`src/rtl/kernel_bram_loader.sv`:
```
// Streams a kernel-weight tensor into KERNEL_BRAM_NUM banks, filters interleaved
// round-robin, each bank holding whole filters back to back (channel, row, column).
module kernel_bram_loader #(
  parameter int KERNEL_FILTER_WIDTH       = 7,
  parameter int KERNEL_CHANNEL_WIDTH      = 7,
  parameter int KERNEL_ROW_WIDTH          = 2,
  parameter int KERNEL_COL_WIDTH          = 2,
  parameter int KERNEL_BRAM_NUM           = 4,
  parameter int KERNEL_BRAM_DEPTH         = 1152,
  parameter int KERNEL_BRAM_ADDRESS_WIDTH = $clog2(KERNEL_BRAM_DEPTH),
  parameter int DATA_WIDTH                = 16
) (
  input  logic                                 i_clk,
  input  logic                                 i_rst,
  input  logic                                 i_start,
  input  logic [KERNEL_CHANNEL_WIDTH-1:0]      i_kernel_channel,
  input  logic [KERNEL_ROW_WIDTH-1:0]          i_kernel_row,
  input  logic [KERNEL_COL_WIDTH-1:0]          i_kernel_col,
  input  logic [KERNEL_FILTER_WIDTH-1:0]       i_kernel_start_filter,
  input  logic [KERNEL_FILTER_WIDTH-1:0]       i_kernel_end_filter,
  input  logic [DATA_WIDTH-1:0]                i_data,
  input  logic                                 i_valid,
  output logic                                 o_ready,
  output logic [KERNEL_BRAM_NUM-1:0]           o_bram_we,
  output logic [KERNEL_BRAM_ADDRESS_WIDTH-1:0] o_bram_addr,
  output logic [DATA_WIDTH-1:0]                o_bram_data,
  output logic                                 o_busy,
  output logic                                 o_done,
  output logic                                 o_error
);

  localparam int FW     = KERNEL_FILTER_WIDTH;
  localparam int AW     = KERNEL_BRAM_ADDRESS_WIDTH;
  localparam int S_W    = KERNEL_CHANNEL_WIDTH + KERNEL_ROW_WIDTH + KERNEL_COL_WIDTH;
  localparam int NF_W   = FW + 1;
  localparam int NEED_W = S_W + NF_W + 1;
  localparam int BANK_W = (KERNEL_BRAM_NUM > 1) ? $clog2(KERNEL_BRAM_NUM) : 1;

  typedef enum logic [1:0] {IDLE, CFG, LOAD, DONE} state_t;

  state_t                      state;
  logic [KERNEL_CHANNEL_WIDTH-1:0] cfg_c;
  logic [KERNEL_ROW_WIDTH-1:0] cfg_r;
  logic [KERNEL_COL_WIDTH-1:0] cfg_k;
  logic [FW-1:0]               cfg_start;
  logic [FW-1:0]               cfg_end;
  logic [S_W-1:0]              s_last;
  logic [FW-1:0]               filt_last;
  logic [FW-1:0]               filt_cnt;
  logic [S_W-1:0]              elem;
  logic [BANK_W-1:0]           bank;
  logic [AW-1:0]               addr;
  logic [AW-1:0]               base;

  logic [S_W-1:0]              s_val;
  logic [NF_W-1:0]             nf_val;
  logic [NEED_W-1:0]           need;
  logic                        cfg_err;

  // Configuration check; the division is by a constant bank count only.
  always_comb begin
    s_val   = S_W'(cfg_c) * S_W'(cfg_r) * S_W'(cfg_k);
    nf_val  = NF_W'(cfg_end) - NF_W'(cfg_start) + NF_W'(1);
    need    = ((NEED_W'(nf_val) + NEED_W'(KERNEL_BRAM_NUM - 1)) / NEED_W'(KERNEL_BRAM_NUM))
              * NEED_W'(s_val);
    cfg_err = (cfg_c == '0) || (cfg_r == '0) || (cfg_k == '0) ||
              (cfg_end < cfg_start) || (need > NEED_W'(KERNEL_BRAM_DEPTH));
  end

  always_ff @(posedge i_clk or posedge i_rst) begin
    if (i_rst) begin
      state       <= IDLE;
      cfg_c       <= '0;
      cfg_r       <= '0;
      cfg_k       <= '0;
      cfg_start   <= '0;
      cfg_end     <= '0;
      s_last      <= '0;
      filt_last   <= '0;
      filt_cnt    <= '0;
      elem        <= '0;
      bank        <= '0;
      addr        <= '0;
      base        <= '0;
      o_ready     <= 1'b0;
      o_bram_we   <= '0;
      o_bram_addr <= '0;
      o_bram_data <= '0;
      o_busy      <= 1'b0;
      o_done      <= 1'b0;
      o_error     <= 1'b0;
    end else begin
      o_bram_we <= '0;
      o_done    <= 1'b0;
      o_error   <= 1'b0;
      case (state)
        IDLE: begin
          if (i_start) begin
            cfg_c     <= i_kernel_channel;
            cfg_r     <= i_kernel_row;
            cfg_k     <= i_kernel_col;
            cfg_start <= i_kernel_start_filter;
            cfg_end   <= i_kernel_end_filter;
            o_busy    <= 1'b1;
            state     <= CFG;
          end
        end
        CFG: begin
          if (cfg_err) begin
            o_error <= 1'b1;
            o_busy  <= 1'b0;
            state   <= IDLE;
          end else begin
            s_last    <= s_val - S_W'(1);
            filt_last <= cfg_end - cfg_start;
            filt_cnt  <= '0;
            elem      <= '0;
            bank      <= '0;
            addr      <= '0;
            base      <= '0;
            o_ready   <= 1'b1;
            state     <= LOAD;
          end
        end
        LOAD: begin
          if (i_valid) begin
            o_bram_we   <= KERNEL_BRAM_NUM'(1) << bank;
            o_bram_addr <= addr;
            o_bram_data <= i_data;
            if (elem == s_last) begin
              // End of a filter: next bank, or wrap to bank 0 on a fresh filter slot.
              elem     <= '0;
              filt_cnt <= filt_cnt + FW'(1);
              if (filt_cnt == filt_last) begin
                o_ready <= 1'b0;
                o_done  <= 1'b1;
                state   <= DONE;
              end
              if (bank == BANK_W'(KERNEL_BRAM_NUM - 1)) begin
                bank <= '0;
                base <= addr + AW'(1);
                addr <= addr + AW'(1);
              end else begin
                bank <= bank + BANK_W'(1);
                addr <= base;
              end
            end else begin
              elem <= elem + S_W'(1);
              addr <= addr + AW'(1);
            end
          end
        end
        DONE: begin
          o_busy <= 1'b0;
          state  <= IDLE;
        end
        default: state <= IDLE;
      endcase
    end
  end

endmodule
```
`config.mk`:
```
export PLATFORM = sky130hd
export DESIGN_NAME = kernel_bram_loader
export DESIGN_NICKNAME = d
export VERILOG_FILES = /design/src/rtl/kernel_bram_loader.sv
export SDC_FILE = /design/constraint.sdc
export NUM_CORES = 1
export LEC_CHECK = 0
export CAP_MARGIN = 0
export CORE_MARGIN = 2
export CORE_UTILIZATION = 40
export CTS_BUF_LIST = sky130_fd_sc_hd__clkbuf_4 sky130_fd_sc_hd__clkbuf_8
export CTS_CLUSTER_DIAMETER = 120
export DETAILED_ROUTE_END_ITERATION = 6
export HOLD_SLACK_MARGIN = 0.1
export SYNTH_ARGS = -nofsm -noshare
export SYNTH_HDL_FRONTEND = slang
export SYNTH_SLANG_ARGS = --single-unit
```
`constraint.sdc`:
```
create_clock -name i_clk -period 19.2 [get_ports i_clk]
set_input_delay 5.76 -clock i_clk [delete_from_list [all_inputs] [get_ports i_clk]]
set_output_delay 5.76 -clock i_clk [all_outputs]
set_load 0.02 [all_outputs]
```
==> impl_metrics.yaml <==
worst_setup_path:
  slowest_stage: "xnor2_1"
  slowest_delay_ns: 0.63
  r2r_start: "cfg_r[0]$_DFFE_PP0P_"
  arrival_ns: 9.17
  ff2ff_setup_slack_ns: 10.37
  crit_start: "cfg_r[0]$_DFFE_PP0P_"
  reg2reg_depth: 30
  critical_path_required_ns: 19.54
  worstSetupEndpointType: "flop"
  criticalPathCategory: "flop to flop"
  r2r_end: "addr[9]$_DFFE_PP0P_"
  start_kind: "flop"
  crit_top_cell: "fa_1"
  crit_path_max_fanout: 11
yosys:
  synth.avg_cell_area_um2: 9.16
  synth_xor_area_share_pct: 7.00
  ys_seq_area_share_pct: 31.7
  synth.area.mux_share_pct: 4.60
  netlist.area_leader.share_pct: 31.7
  async_flop_share_pct: 100
  synth_nets: 1218
  ys_types: 70
  synth_edf_count: 0
  synth_adder_area_share_pct: 19.9
  synth_area_leaders: "dfrtp_1 (32%), fa_1 (10%), ha_1 (9.4%)"
  synth-seq-cells: 122
  synth_top_cells_by_count: "nand2_1 (123), dfrtp_1 (122), nor2_1 (99), inv_1 (82), ha_1 (72)"
  synth_top_family_by_area: "simple AND/OR/NAND/NOR gates"
  synth_largest_area_cell: "dfrtp_1"
  yosys.area_share.simple_pct: 19.9
  yosysMostFrequentCell: "nand2_1"
  ys.flop_type: "dfrtp_1"
  yosys_warnings: 0
  syn_inst: 1051
  synth_compound_area_share_pct: 11.8
  syn_area_um2: 9630
finish:
  diodes: 0
  finalNetCount: 1288
  design_area_um2: 11200
  fin_cells: 1453
  final_layout_size_suffix_gt1_share_pct: 7.50
  syn2layout_area_growth_pct: 16.0
sta:
  finalMaxSlewViolations: 0
  finalHoldViolations: 0
  slew_headroom_pct: 7.51
  grt_setup_unrepaired: "false"
  period_share_pct: 46.0
  min_period_ns: 8.83
  finalSetupTns_ns: 0
  finalSetupViolCount: 0
  worst_slew_pin_slew_ns: 1.38
  worst_clock_skew_ns: 0.0159
  fmax_mhz: 113
worst_hold_path:
  hp-start: "o_bram_data[13]$_DFFE_PP0P_"
  worst_hold_path_type: "flop to flop"
  whs_endpoint: "o_bram_data[13]$_DFFE_PP0P_"
  whs_path_depth: 2
drt:
  viasPerCell: 5.26
  drt-total-wl_um: 22600
  first_pass_iters: 5
  drtAntennaViolNets: 0
  drtIter0Drc: 374
  wl_per_cell_um: 15.6
  vias: 7648
  drc: 0
cts:
  cts_max_level: 4
  hold_buffers: 0
  cts.clk_slew.worst_paths_ns: 0.09
  cts_tree: "built"
  cts_resized: 0
  clock_latency_ns: 0.46
  cts_sinks: 122
  cts-root-buf: "clkbuf_8"
  cts_buffer_depth: 2
  cts-buffers-inserted: 17
  cts_setup_buffers: 0
floorplanning:
  die_h_um: 159
  die_w_um: 159
  initial_core_util_pct: 40.9
  die_area_um2: 25300
  rows: 56
  core-area_um2: 23500
  io_pins: 80
placement:
  io_buffers: 79
  dp.cells: 1421
  place_hpwl_um: 16900
  gp_congestion: 0.853
  placed_cell_area_um2: 10800
global_routing:
  grt_pass1_vias: 7778
  grt_max_degree: 78
  antenna_found_initial: 1
  grt_first_pass_wirelength_um: 38800
  globalRoute.totalOverflow: 0
  track_usage_pct: 18.7
run_status:
  run_status: "complete, no violations"
run:
  maxCapViolCount: 0
-- placed cells by master (no fill, tap or decap), types with 5 or more instances in the layout --
cell type        Yosys  layout
nand2_1            123     123
dfrtp_1            122     122
nor2_1              99      98
inv_1               82      81
clkdlybuf4s50_1      0      79
ha_1                72      72
xnor2_1             51      51
fa_1                50      50
o21ai_0             42      42
a21oi_1             34      34
and2_1              30      30
nor3_1              26      26
xor2_1              26      26
nand3_1             25      25
and3_1              24      24
mux2_2              22      22
clkbuf_8             0      18
buf_4                2      14
a22o_1              13      13
mux2_1              12      12
nand4_1             11      11
nand2b_1            11      11
a21o_1              10      10
a211oi_1            10       9
o211ai_1             9       9
nor2b_1              7       7
or2_2                7       7
o21a_1               6       6
or3_1                6       6
mux2i_1              6       6
inv_6                0       5
-- kinds of logic after synthesis --
family	Yosys count
mux	40
buf+inv	124
simple gates	396
flops	122
xor+xnor	77
fa+ha+maj	123
compound gates	169
-- per-stage QoR --
stage / setup slack [ns] / hold WS (ns) / util [%]
after floorplan: 10.20 / 0.472 / -
after global placement: 10.51 / 0.457 / 45.7
after CTS: 10.31 / 0.483 / 47.4
after detailed placement: 10.35 / 0.462 / 45.7
after global routing: 9.59 / 0.505 / 47.4
final: 10.37 / 0.478 / 47.4
-- critical path: cells and delay by family (launching register included) --
family / cells / cell delay (ns)
compound gates: 8 / 1.52
xor+xnor: 2 / 0.80
fa+ha+maj: 8 / 3.28
buf+inv: 2 / 0.09
flops: 1 / 0.48
mux: 1 / 0.37
simple gates: 9 / 2.15
-- layout make-up --
class / count / area, um2
fillers: 2311 / 12400
multi-input cells: 805 / 6100
flip-flops and latches: 122 / 3050
repair buffers: 93 / 896
well taps: 319 / 399
inverters: 82 / 310
clock buffers: 18 / 248
clock inverters: 14 / 160
-- state kept, by name (all words and copies together), names as in the netlist, 2 cells and up, named ones only --
| signal | flops |
|---|---|
| cfg_c | 7 |
| filt_cnt | 7 |
| o_bram_addr | 11 |
| o_bram_we | 4 |
| elem | 11 |
| cfg_end | 7 |
| filt_last | 7 |
| cfg_k | 2 |
| bank | 2 |
| o_bram_data | 16 |
| cfg_r | 2 |
| addr | 11 |
| s_last | 11 |
| cfg_start | 7 |
| base | 11 |
-- metal layers --
| layer | routed length (um) | track usage (%) | vias up | share of wire, % |
|---|---|---|---|---|
| met5 | 0 | 0 | - | 0 |
| met2 | 10900 | 32.0 | 198 | 48 |
| met1 | 10300 | 24.0 | 3709 | 46 |
| met4 | 331 | 5.21 | 0 | 1.5 |
| li1 | - | - | 3717 | - |
| met3 | 1030 | 3.96 | 24 | 4.5 |
-- worst max path at each step --
stage	depth (start not counted)	slack, ns	endpoint
6_report	30	10.37	addr[9]$_DFFE_PP0P_
5_1_grt	31	9.59	filt_cnt[1]$_DFFE_PP0P_
4_1_cts	31	10.31	filt_cnt[1]$_DFFE_PP0P_
3_5_place_dp	30	10.35	addr[4]$_DFFE_PP0P_
3_3_place_gp	31	10.51	filt_cnt[1]$_DFFE_PP0P_
2_1_floorplan	1	10.20	async pin
Power is left out: the tool's default activity adds up to more than one toggle a clock period on the data nets, which glitch-free logic cannot reach.
